`src/rtl/fetch_stage.sv`:
```
// fetch_stage: instruction fetch with IF/ID register and optional one-entry
// skid buffer. Build option: FETCH_SKID_BUFFER_EN (undefined -> no buffer).
module fetch_stage #(
  parameter int unsigned          DATA_BITS = 32,
  parameter logic [DATA_BITS-1:0] RESET_PC  = 32'h0000_0000,
  parameter int unsigned          PC_STEP   = 1
) (
  input  logic                 clk,
  input  logic                 reset,
  output logic                 imem_req,
  output logic [DATA_BITS-1:0] imem_addr,
  input  logic                 imem_ack,
  input  logic [DATA_BITS-1:0] imem_rdata,
  input  logic                 stall,
  input  logic                 redirect,
  input  logic [DATA_BITS-1:0] redirect_pc,
  output logic [DATA_BITS-1:0] if_word,
  output logic [DATA_BITS-1:0] if_pc,
  output logic [DATA_BITS-1:0] if_pc_inc,
  output logic                 if_valid
);

  localparam logic [DATA_BITS-1:0] STEP = DATA_BITS'(PC_STEP);

  typedef enum logic {
    FETCH = 1'b0,
    HELD  = 1'b1
  } state_e;

  state_e                 state_q, state_d;
  logic [DATA_BITS-1:0]   pc_q, pc_d;
  logic [DATA_BITS-1:0]   word_q, word_d;
  logic [DATA_BITS-1:0]   ifpc_q, ifpc_d;
  logic [DATA_BITS-1:0]   ifinc_q, ifinc_d;
  logic                   valid_q, valid_d;
  logic [DATA_BITS-1:0]   pc_next;

`ifdef FETCH_SKID_BUFFER_EN
  logic [DATA_BITS-1:0]   skid_q, skid_d;
`endif

  // Wraps modulo 2^DATA_BITS by construction of the vector width.
  assign pc_next = pc_q + STEP;

  // Next-state: redirect beats stall beats ack.
  // HELD doubles as the skid-buffer valid flag, so leaving HELD invalidates it.
  always_comb begin
    state_d = state_q;
    pc_d    = pc_q;
    word_d  = word_q;
    ifpc_d  = ifpc_q;
    ifinc_d = ifinc_q;
    valid_d = valid_q;
`ifdef FETCH_SKID_BUFFER_EN
    skid_d  = skid_q;
`endif
    if (redirect) begin
      pc_d    = redirect_pc;
      valid_d = 1'b0;
      word_d  = '0;
      state_d = FETCH;
    end else if (stall) begin
`ifdef FETCH_SKID_BUFFER_EN
      if ((state_q == FETCH) && imem_ack) begin
        skid_d  = imem_rdata;
        state_d = HELD;
      end
`endif
    end else if (state_q == HELD) begin
`ifdef FETCH_SKID_BUFFER_EN
      word_d  = skid_q;
`else
      word_d  = '0;
`endif
      ifpc_d  = pc_q;
      ifinc_d = pc_next;
      valid_d = 1'b1;
      pc_d    = pc_next;
      state_d = FETCH;
    end else if (imem_ack) begin
      word_d  = imem_rdata;
      ifpc_d  = pc_q;
      ifinc_d = pc_next;
      valid_d = 1'b1;
      pc_d    = pc_next;
    end else begin
      valid_d = 1'b0;
      word_d  = '0;
    end
  end

  // State registers with asynchronous reset.
  always_ff @(posedge clk or posedge reset) begin
    if (reset) begin
      state_q <= FETCH;
      pc_q    <= RESET_PC;
      word_q  <= '0;
      ifpc_q  <= '0;
      ifinc_q <= '0;
      valid_q <= 1'b0;
`ifdef FETCH_SKID_BUFFER_EN
      skid_q  <= '0;
`endif
    end else begin
      state_q <= state_d;
      pc_q    <= pc_d;
      word_q  <= word_d;
      ifpc_q  <= ifpc_d;
      ifinc_q <= ifinc_d;
      valid_q <= valid_d;
`ifdef FETCH_SKID_BUFFER_EN
      skid_q  <= skid_d;
`endif
    end
  end

  // Request is suppressed combinationally while reset is held.
  assign imem_req  = (state_q == FETCH) && !reset;
  assign imem_addr = pc_q;
  assign if_word   = valid_q ? word_q : '0;
  assign if_pc     = ifpc_q;
  assign if_pc_inc = ifinc_q;
  assign if_valid  = valid_q;

endmodule
```
`config.mk`:
```
export PLATFORM = sky130hd
export DESIGN_NAME = fetch_stage
export DESIGN_NICKNAME = d
export VERILOG_FILES = /design/src/rtl/fetch_stage.sv
export SDC_FILE = /design/constraint.sdc
export NUM_CORES = 1
export LEC_CHECK = 0
export CORE_MARGIN = 2
export CORE_UTILIZATION = 42
export CTS_CLUSTER_SIZE = 20
export DETAILED_ROUTE_END_ITERATION = 7
export GPL_ROUTABILITY_DRIVEN = 0
export MAX_ROUTING_LAYER = met4
export PLACE_DENSITY = 0.76
export SLEW_MARGIN = 20
export SYNTH_ARGS = -nofsm -noshare
export SYNTH_HDL_FRONTEND = slang
export SYNTH_SLANG_ARGS = --single-unit
```
`constraint.sdc`:
```
create_clock -name clk -period 7.1 [get_ports clk]
set_clock_uncertainty 0.15 [all_clocks]
set_input_delay 2.13 -clock clk [delete_from_list [all_inputs] [get_ports clk]]
set_output_delay 2.13 -clock clk [all_outputs]
set_load 0.02 [all_outputs]
```
== Yosys cells after proc, flatten, opt, wreduce, memory -nomap -nowiden ==
Cells that the tools add are included.

* Add/subtract/negate cells: 1
* Eq/ne operators: 1
* Multiplexer cells: 17
* Bitwise operators: 3
* Reduce and logical (&&, ||, !) cells: 6

{| class="wikitable"
|+ Operators with widths
! operator !! number
|-
| $mux W32 || 11
|-
| $add A32 B1 Y32 const B || 1
|-
| $mux W1 || 6
|-
| $not A1 Y1 || 3
|-
| $reduce_and A3 Y1 || 1
|-
| $reduce_bool A3 Y1 || 1
|-
| $ne A2 B1 Y1 const B || 1
|-
| $reduce_and A2 Y1 || 1
|-
| $reduce_bool A2 Y1 || 1
|-
| $logic_and A1 B1 Y1 || 1
|-
| $logic_not A1 Y1 || 1
|}

* Flip-flop bits (word level): 130
* Bits of input ports: 69
* Output and inout port bits: 130
* Logic and storage cells: 34

== Longest topological paths before layout ==
* Word-level depth: 5
* Gate-level depth with buffers: 8
* Depth with buffers taken out: 6

== Worst setup path before layout ==
No wires, ideal clock.

* Kind: input to output
* From: in reset
* To: out imem_req
* Arrival: 4896 ps
* Data required time: 4820 ps
* Path slack: -76 ps
* Stages on the path: 1
* Buffers on the path: 0
* Cell sequence: inv_1

* Cells in the longest elaborated chain, start to end: 2

{| class="wikitable"
|+ RTL lines
! what !! RTL line !! source
|-
| start: declaration || 9 || <nowiki>input logic reset,</nowiki>
|-
| $logic_not A1 Y1 || 118 || <nowiki>assign imem_req = (state_q == FETCH) && !reset;</nowiki>
|-
| $logic_and A1 B1 Y1 || 118 ||
|-
| end: declaration || 10 || <nowiki>output logic imem_req,</nowiki>
|}

No other way between the ends.

== Final worst setup path ==
Same ends and word-level chain as after synthesis.

==> impl_metrics.tcl <==
set metrics [dict create \
    startpoint "reset" \
    via_per_inst 5.23 \
    rows 44 \
    timing.rr.start "imem_addr[0]" \
    post_cts_buffers 0 \
    hold_class "flop to flop" \
    layout-drive-gt1-share 0.0608 \
    min_path_cells 2 \
    final_nets 883 \
    period_share 0.801 \
    worst_slew_pin_slew_ns 0.927 \
    yosys_warnings 0 \
    design_area_mm2 0.00875 \
    slowest_stage "clkdlybuf4s50_1" \
    rr_worst_depth 6 \
    cts.repair.resized 0 \
    grt_pass1_wl_um 28700 \
    holdBufCountCts 0 \
    crit_path_max_incr_delay_ns 0.58 \
    syn_nets 718 \
    multiInputGateArea_mm2 0.00271 \
    fmax_ghz 0.176 \
    numCtsBuffers 17 \
    slew_headroom 0.382 \
    globalRouteTotalUtil 0.238 \
    numPlacedInstances 978 \
    wl_per_cell_um 17.6 \
    max-clock-path-buffers 2 \
    grt_pass1_vias 5453 \
    grt_max_degree 130 \
    end_kind "output port" \
    path_class "primary input to output port" \
    ys_types 40 \
    fp.dieH_um 125 \
    cts_num_sinks 129 \
    hold_path.startpoint "if_pc[20]" \
    initial_core_util 0.428 \
    power_mw 2.21 \
    antenna_found_initial 0 \
    outcome "completed" \
    h-tree-depth 4 \
    postSynthCellCount 648 \
    place_area_mm2 0.00820 \
    power_leakage_nw 3.81 \
    min_to "if_pc[20]" \
    ys_async_sr_fraction 1.00 \
    wirelength_um 17700 \
    clk_pin_slew_ns 0.05 \
    cts_tree "done" \
    layout_commonest_cell "clkdlybuf4s50_1" \
    nFillCells 1200 \
    area_growth_pct 41.9 \
    crit_fanout 2 \
    diodes 0 \
    avgSynthCellArea_um2 9.52 \
    ys_seq_area_frac 0.523 \
    dieArea_mm2 0.0157 \
    power_density_mw_per_mm2 253 \
    r2r_setup_slack_ns 4.65 \
    worstPathRequired_ns 4.82 \
    synth_edf_count 0 \
    synth-seq-cells 129 \
    drc_errors 0 \
    die_x_um 125 \
    r2r_end "if_pc_inc[26]" \
    crit_path_frequent_cell "clkdlybuf4s50_1" \
    path_cells "clkdlybuf4s50_1 -> clkinvlp_4 -> clkdlybuf4s50_1" \
    setup_tns_ns 0 \
    setup_viol 0 \
    worstSetupStartpointType "primary input" \
    drtIter0Drc 389 \
    maxSlewViolCount 0 \
    clk_latency_ns 0.41 \
    core_area_mm2 0.0144 \
    vias 5263 \
    place_ws_ns 1.39 \
    drtAntennaViolNets 0 \
    vdd_drop_max_v 0.000170 \
    synthFlopType "dfrtp_1" \
    place_hpwl_um 12000 \
    design.portCount 199 \
    maxCapViolations 0 \
    layout.cells.non_filler 1006 \
    drt_pass1_iterations 5 \
    syn_area_mm2 0.00617 \
    root_buffer "clkbuf_16" \
    rsz0062_at_grt "false" \
    critical_path_arrival_ns 3.41 \
    final_cell_mix "clkdlybuf4s50_1, nand2_1, dfrtp_1" \
    area.sequential_mm2 0.00323 \
    finalHoldViolCount 0 \
    overflow 0 \
    fin_crit_ns 5.69 \
    finalWorstSetupSlack_ns 1.41 \
    io_buffer_count 198 \
]
how the worst max path moves through the flow:
stage | to | slack, ns | cells past startpoint
floorplan | imem_req | 1.05 | 1
global placement | imem_req | 1.40 | 3
detailed placement | imem_req | 1.39 | 3
CTS | imem_req | 1.39 | 3
global route | imem_req | 1.38 | 3
finish | imem_req | 1.41 | 3
worst max-delay path: cells and delay by family:
family,cells,cell delay (ns)
buffers and inverters,3,1.28
sequential cells by signal, indices dropped and copies added (netlist names):
| signal | flops |
|---|---|
| if_valid | 1 |
| if_pc_inc | 32 |
| imem_addr | 32 |
| word_q | 32 |
| if_pc | 32 |
area by class of cell:
class                   count  share of cell area
clock inverters             7              0.0100
repair buffers            203               0.232
well taps                 184              0.0263
clock buffers              21              0.0526
multi-input cells         461               0.310
inverters                   1            0.000858
flip-flops and latches    129               0.369
Yosys cell counts, drive strengths merged, types with 3 or more instances:
cell / n / area [um2]
and2: 34 / 213
nor4: 7 / 110
clkbuf: 33 / 125
nor2: 14 / 55.1
nor3: 5 / 25.0
dfrtp: 129 / 3230
xor2: 38 / 333
xnor2: 21 / 184
nand2: 176 / 661
and4: 6 / 52.6
and3: 9 / 56.3
a22o: 32 / 280
nor2b: 3 / 18.8
nand4: 18 / 113
nand3: 24 / 143
o21ai: 60 / 300
buf: 24 / 131
per-stage QoR:
step	util	hold slack, ns
global route	0.607	0.352
finish	0.607	0.322
floorplan	-	0.308
detailed placement	0.568	0.312
global placement	0.568	0.311
CTS	0.606	0.326
layer usage:
metal | part of all wire | GRT usage
met3 | 0.069 | 0.0736
met4 | 0.010 | 0.0660
met2 | 0.50 | 0.376
met5 | 0 | -
met1 | 0.43 | 0.298
cell families after synthesis:
group                    after synthesis  synth area share
flip-flops                           129             0.523
XOR/XNOR                              59            0.0838
AO/OA/AOI/OAI                         94            0.0964
AND/OR/NAND/NOR                      304             0.247
multiplexers                           3           0.00527
buffers and inverters                 58            0.0422
adder cells (fa/ha/maj)                1           0.00203
power breakdown:
group	internal [mW]	leakage [nW]	switching, mW
combinational	0.231	1.89	0.244
clock	0.524	0.270	0.299
sequential	0.824	1.65	0.0886
No activity file was read; power rests on OpenSTA's default activity.
